==> src/rtl/uart_frame_pkg.sv <==
// uart_frame_pkg: shared types, opcodes and frame check for the UART frame controller.
package uart_frame_pkg;

    typedef enum logic [1:0] {IDLE, WAIT_CMD, WAIT_DATA, WAIT_CHK} state_t;
    typedef enum logic [1:0] {ERR_NONE, ERR_CHK, ERR_CMD, ERR_TMO} err_t;

    localparam logic [1:0] OP_LO  = 2'd0;
    localparam logic [1:0] OP_HI  = 2'd1;
    localparam logic [1:0] OP_LED = 2'd2;
    localparam logic [1:0] OP_CLR = 2'd3;

    localparam logic [7:0] DEF_SYNC_BYTE    = 8'hA5;
    localparam int         DEF_TIMEOUT_CLKS = 43400;

    // Checksum failure outranks an unknown command.
    function automatic err_t check_frame(input logic [7:0] cmd, input logic [7:0] data,
                                         input logic [7:0] chk);
        return (chk != (cmd ^ data)) ? ERR_CHK : (cmd[7:2] != 6'd0) ? ERR_CMD : ERR_NONE;
    endfunction

endpackage

==> src/rtl/frame_timer.sv <==
// frame_timer: inter-byte timeout down-counter; expired flags the last clock before a timeout.
module frame_timer #(
    parameter int TIMEOUT_CLKS = 43400
) (
    input  logic clk,
    input  logic rst_n,
    input  logic clear,
    input  logic run,
    output logic expired
);

    localparam int W = $clog2(TIMEOUT_CLKS);
    localparam logic [W-1:0] LOAD = W'(TIMEOUT_CLKS - 1);

    logic [W-1:0] cnt;

    always_ff @(posedge clk or negedge rst_n) begin
        if (!rst_n)
            cnt <= LOAD;
        else if (clear)
            cnt <= LOAD;
        else if (run && cnt != '0)
            cnt <= cnt - 1'b1;
    end

    assign expired = run && cnt == '0;

endmodule

==> src/rtl/uart_frame_ctrl.sv <==
// uart_frame_ctrl: parses [SYNC][CMD][DATA][CHK] frames from the UART byte stream and
// applies them to the display/LED registers, with timeout resync and error reporting.
module uart_frame_ctrl
    import uart_frame_pkg::*;
#(
    parameter logic [7:0] SYNC_BYTE    = DEF_SYNC_BYTE,
    parameter int         TIMEOUT_CLKS = DEF_TIMEOUT_CLKS
) (
    input  logic        clk,
    input  logic        rst_n,
    input  logic        rx_valid,
    input  logic [7:0]  rx_data,
    output logic [15:0] disp_word,
    output logic [3:0]  leds,
    output logic        frame_ok,
    output logic        frame_err,
    output logic [1:0]  err_code,
    output logic [7:0]  err_count
);

    state_t      state, state_nx;
    logic [7:0]  cmd, data;
    logic        expired, tmo, eval, ok_nx, err_nx;
    err_t        chk_err, code_nx;
    logic [15:0] disp_nx;
    logic [3:0]  leds_nx;

    // The timer sits at its reload value in IDLE and restarts on every accepted byte.
    frame_timer #(.TIMEOUT_CLKS(TIMEOUT_CLKS)) u_timer (
        .clk     (clk),
        .rst_n   (rst_n),
        .clear   (rx_valid || state == IDLE),
        .run     (state != IDLE),
        .expired (expired)
    );

    always_ff @(posedge clk or negedge rst_n) begin
        if (!rst_n)
            state <= IDLE;
        else
            state <= state_nx;
    end

    always_comb begin
        state_nx = state;
        if (rx_valid) begin
            case (state)
                IDLE:      state_nx = (rx_data == SYNC_BYTE) ? WAIT_CMD : IDLE;
                WAIT_CMD:  state_nx = (rx_data == SYNC_BYTE) ? WAIT_CMD : WAIT_DATA;
                WAIT_DATA: state_nx = WAIT_CHK;
                WAIT_CHK:  state_nx = IDLE;
            endcase
        end else if (tmo) begin
            state_nx = IDLE;
        end
    end

    always_comb begin
        tmo     = expired && !rx_valid;
        eval    = rx_valid && state == WAIT_CHK;
        chk_err = check_frame(cmd, data, rx_data);
        ok_nx   = eval && chk_err == ERR_NONE;
        err_nx  = (eval && chk_err != ERR_NONE) || tmo;
        code_nx = tmo ? ERR_TMO : chk_err;
        disp_nx = disp_word;
        leds_nx = leds;
        if (ok_nx) begin
            case (cmd[1:0])
                OP_LO:  disp_nx[7:0]  = data;
                OP_HI:  disp_nx[15:8] = data;
                OP_LED: leds_nx       = data[3:0];
                OP_CLR: begin
                    disp_nx = '0;
                    leds_nx = '0;
                end
            endcase
        end
    end

    always_ff @(posedge clk or negedge rst_n) begin
        if (!rst_n) begin
            cmd       <= '0;
            data      <= '0;
            disp_word <= '0;
            leds      <= '0;
            frame_ok  <= 1'b0;
            frame_err <= 1'b0;
            err_code  <= ERR_NONE;
            err_count <= '0;
        end else begin
            if (rx_valid && state == WAIT_CMD && rx_data != SYNC_BYTE)
                cmd <= rx_data;
            if (rx_valid && state == WAIT_DATA)
                data <= rx_data;
            disp_word <= disp_nx;
            leds      <= leds_nx;
            frame_ok  <= ok_nx;
            frame_err <= err_nx;
            if (ok_nx)
                err_code <= ERR_NONE;
            else if (err_nx)
                err_code <= code_nx;
            if (err_nx && err_count != 8'hFF)
                err_count <= err_count + 8'd1;
        end
    end

endmodule

==> config.mk <==
export PLATFORM = sky130hd
export DESIGN_NAME = uart_frame_ctrl
export DESIGN_NICKNAME = d
export VERILOG_FILES = /design/src/rtl/uart_frame_pkg.sv /design/src/rtl/frame_timer.sv /design/src/rtl/uart_frame_ctrl.sv
export SDC_FILE = /design/constraint.sdc
export NUM_CORES = 1
export LEC_CHECK = 0
export BUFFER_PORTS_ARGS = -buffer_cell sky130_fd_sc_hd__buf_2
export CAP_MARGIN = 10
export CORE_MARGIN = 8
export CORE_UTILIZATION = 43
export CTS_CLUSTER_SIZE = 24
export DETAILED_ROUTE_END_ITERATION = 16
export PLACE_DENSITY = 0.6
export RECOVER_POWER = 50
export SLEW_MARGIN = 20
export SYNTH_ARGS = -nofsm -noshare
export SYNTH_HDL_FRONTEND = slang
export SYNTH_HIERARCHICAL = 1
export SYNTH_SLANG_ARGS = --single-unit
==> constraint.sdc <==
create_clock -name clk -period 3.65 [get_ports clk]
set_input_delay 0.73 -clock clk [delete_from_list [all_inputs] [get_ports clk]]
set_output_delay 0.73 -clock clk [all_outputs]
set_load 0.01 [all_outputs]
==> results.md <==
- Summing all multi-input logic gate instances after layout gives 1730 um2.
- The overall die width is 106 um.
- The share of the Yosys chip area taken by registers is 48.1%.
- The number of antenna violations at the first check in global routing is 0.
- By area the synthesized netlist is led by sky130_fd_sc_hd__dfrtp_1 (42%), sky130_fd_sc_hd__mux2_2 (7.8%), sky130_fd_sc_hd__dfstp_2 (6.1%), sky130_fd_sc_hd__xnor3_1 (5.2%), sky130_fd_sc_hd__nand3_1 (4.3%).
- Yosys mapped a number of flops with a built-in enable equal to 0.
- The number of primary I/O pins is 43.
- The total core area is 7770 um2.
- The pin count of the biggest net entering global routing is 24.
- The number of global-route vias before repair is 2446.
- The final number of setup-violating endpoints is 0.
- In this run the clock root is driven by a sky130_fd_sc_hd__clkbuf_8.
- The post-cts hold buffer count is 0.
- Averaged over all synthesized cells, the footprint is 11.0 um2.
- In this run the post-CTS setup repair buffer count came out at 0.
- STA puts the critical path data arrival time at 3.21 ns.
- The Yosys step of the flow raised 6 warnings.
- The worst-case clock buffer depth is 2.
- The number of hold violations in the final report is 0.
- The final weighted congestion in routability-driven placement is 0.745.
- The flow ran to the end, and the final reports show no timing, DRC or antenna violations.
- In the final layout, the share of cells above drive strength 1 is 26.8%.
- Clock-pin slew was measured on the worst setup and hold paths at 0.08 ns.
- The kind of end point of the critical path is a flip-flop.
- The DRC violation count after routing is 0.
- The library cell with the highest instance count after synthesis is sky130_fd_sc_hd__dfrtp_1.
- In the global route stage, overall resource usage came out at 13.3%.
- The min-delay analysis places its worst path in the category reg2reg.
- The transition time at the pin with the least slew margin is 1.31 ns.
- The post-detailed-route count of antenna-violating nets is 0.
- The critical path goes through nor4_1 > and4_1 > nor2b_1 > nor2b_1 > o21bai_1 > o21ai_1 > nor2_1 > mux2_1.
- For the final routed database, the setup TNS stands at 0 ns.
- The number of standard cells in the layout, taps in and fillers out is 468.
- Counting both buffers and inverters, the worst setup path holds a total of 0.
- The number of nets handed over by synthesis was 330.
- Setup repair after global routing left no endpoint under its margin.
- STA classifies the critical path startpoint as a flip-flop.
- The clock latency of the later-clocked register in the worst-skew pair is 0.34 ns.
- For this design, the slowest cell found on the critical path is sky130_fd_sc_hd__nor4_1.
- The flip-flop cell with the highest count after synthesis is sky130_fd_sc_hd__dfrtp_1.
- The mean routed wirelength per cell is 15.9 um.
- The worst pin sits at a relative slew slack of 12.5%.
- After synthesis the netlist holds a flip-flop and latch count of 66.
- The tool flagged a number of max-cap violations equal to 0.
- The die covers 11200 um2.
- The wire length of the first global-routing pass is 12.2 mm.
- The portion of the clock cycle consumed by the worst path in the final layout is 81.8%.
- After synthesis, the most frequently instantiated cells are sky130_fd_sc_hd__dfrtp_1 (58), sky130_fd_sc_hd__nand2_1 (34), sky130_fd_sc_hd__nand3_1 (30).
- The via count of the routed design is 2562.
- In this run, the number of DRC markers left after iteration 0 of detailed routing was 97.
- Counting every instance in the synthesized netlist gives 314.
- After clock tree synthesis, the repair step resized 0 gates.
- The number of clock sinks is 66.
- The overall overflow remaining after global route is 0.
- The largest single stage delay on the critical path is 0.57 ns.
- Row generation in the floorplan step produced 32 rows.
- After synthesis the cells add up to 3450 um2.
- For this run, the top clock speed supported by timing is 335 MHz.
- The max-slew violation count is 0.
- The power per unit of standard cell area is 635 nW/um2.
- The final setup skew is 0.00964 ns.
- The TritonCTS clock tree is yes.
- The largest vdd supply drop is 0.000262 V.
- In this run the static leakage power is 1.77 nW.
- By instance count, the cell type seen most on the critical path is sky130_fd_sc_hd__nor2b_1.
- The clock tree synthesis step divided the H-tree into 3 levels.
- The number of buffers added on ports is 42.
- The HPWL after detailed placement is 5.46 mm.
- The cell taking the most area after synthesis is sky130_fd_sc_hd__dfrtp_1.
- Counting flops with an async set or reset pin after synthesis yields a share of 100%.
- After filler insertion, the fill cell instance count of the layout stands at 758.
- Counting tap cells, the placed design contains a total of 452 instances.
- 0 antenna diodes ended up in the layout.
- After detailed routing, the number of vias per cell comes to 5.47.
- After synthesis, the netlist uses 54 different library cells.
- The initial core utilization is 44.5%.
- The overall routed net length is 7.44 mm.
- Across the whole layout, storage elements account for 1660 um2.
- Clock tree synthesis inserted a total of 9 buffers.
- The area growth from synthesis to layout is 14.5%.
- In this run the worst path has a maximum fanout of 8.
- For the worst setup path, the data required time is 3.88 ns.
- The number of optimization iterations in the first detailed-route pass is 4.
- Among cell families on the critical path, the largest total delay comes from simple AND/OR/NAND/NOR gates.
- The die extent in y is 106 um.
- The critical path in this run is classified as reg2reg.
- The minimum clock period after layout is 2.99 ns.
- The net count of the finished layout is 377.
- Of the post-synthesis cell area, the dominant cell type holds 42.0%.
## metrics by stage
stage          instance area, um2  hold WS, ns  utilization (%)  setup WS, ns  power, mW
2_1_floorplan                3450        0.434                -          1.11       1.70
3_3_place_gp                 3770        0.479             48.6         0.782       1.89
3_5_place_dp                 3770        0.489             48.6         0.711       1.91
4_1_cts                      3970        0.351             51.2         0.673       2.54
5_1_grt                      3960        0.520             50.9         0.453       2.67
6_report                     3960        0.502             50.9         0.664       2.51
## worst paths after layout
check	from	endpoint	slack, ns	cells past startpoint
worst min-delay path	leds[2]	leds[2]	0.50	2
worst max register to register	u_timer/cnt[11]	err_count[1]	0.66	8
max in group asynchronous	rst_n	err_code[1]	1.26	2
worst max-delay path	u_timer/cnt[11]	err_count[1]	0.66	8
worst min register to register	leds[2]	leds[2]	0.50	2
min in group asynchronous	rst_n	leds[1]	0.60	1
## registers in the layout (all words and copies together), names as in the netlist
register     flops
cmd              8
data             8
disp_word       16
err_code         2
state            2
err_count        8
frame_ok         1
frame_err        1
leds             4
u_timer/cnt     16
## where the power goes
part	internal [mW]	leakage (nW)	switching [mW]
logic	0.440	0.885	0.407
clock network	0.335	0.103	0.295
registers	0.869	0.786	0.167
## kinds of logic after synthesis
group           synth area share, %
compound gates                 7.06
buf+inv                        1.92
simple gates                   25.0
xor+xnor                       6.74
fa+ha+maj                      1.81
flops                          48.1
mux                            9.34
## final cells by class
type                       count  area share, %
timing repair buffer          45           5.41
multi-input combinational    233           43.7
inverter                       6          0.569
sequential                    66           42.0
clock buffer                  10           3.48
tap                          102           3.23
clock inverter                 6           1.65
## routing by layer
layer | vias up | global-route usage, % | share of wire, %
met5 | - | 0 | 0
met4 | 0 | 4.32 | 1.5
met3 | 9 | 3.84 | 4.7
met2 | 51 | 22.2 | 48
met1 | 1263 | 16.2 | 46
li1 | 1239 | - | -
## placed cells by master (no fill, tap or decap), types with 7 or more instances in the layout
cell type,synthesis,routed
sky130_fd_sc_hd__clkbuf_1,6,11
sky130_fd_sc_hd__nor4_1,8,8
sky130_fd_sc_hd__nand2_1,34,34
sky130_fd_sc_hd__dfstp_2,8,8
sky130_fd_sc_hd__nor2b_1,14,14
sky130_fd_sc_hd__dfrtp_1,58,58
sky130_fd_sc_hd__nor2_1,18,18
sky130_fd_sc_hd__mux2_2,24,24
sky130_fd_sc_hd__xnor3_1,8,8
sky130_fd_sc_hd__nand3_1,30,30
sky130_fd_sc_hd__buf_2,2,33
sky130_fd_sc_hd__a21oi_1,7,7
sky130_fd_sc_hd__clkbuf_8,0,10
## worst reg2reg max path: stages, from the launching register on
cell and delay [ns]:
sky130_fd_sc_hd__dfstp_2 0.40, sky130_fd_sc_hd__nor4_1 0.57, sky130_fd_sc_hd__and4_1 0.42, sky130_fd_sc_hd__nor2b_1 0.18
sky130_fd_sc_hd__nor2b_1 0.33, sky130_fd_sc_hd__o21bai_1 0.21, sky130_fd_sc_hd__o21ai_1 0.21, sky130_fd_sc_hd__nor2_1 0.21
sky130_fd_sc_hd__mux2_1 0.34
Power figures use the tool's default switching activity.
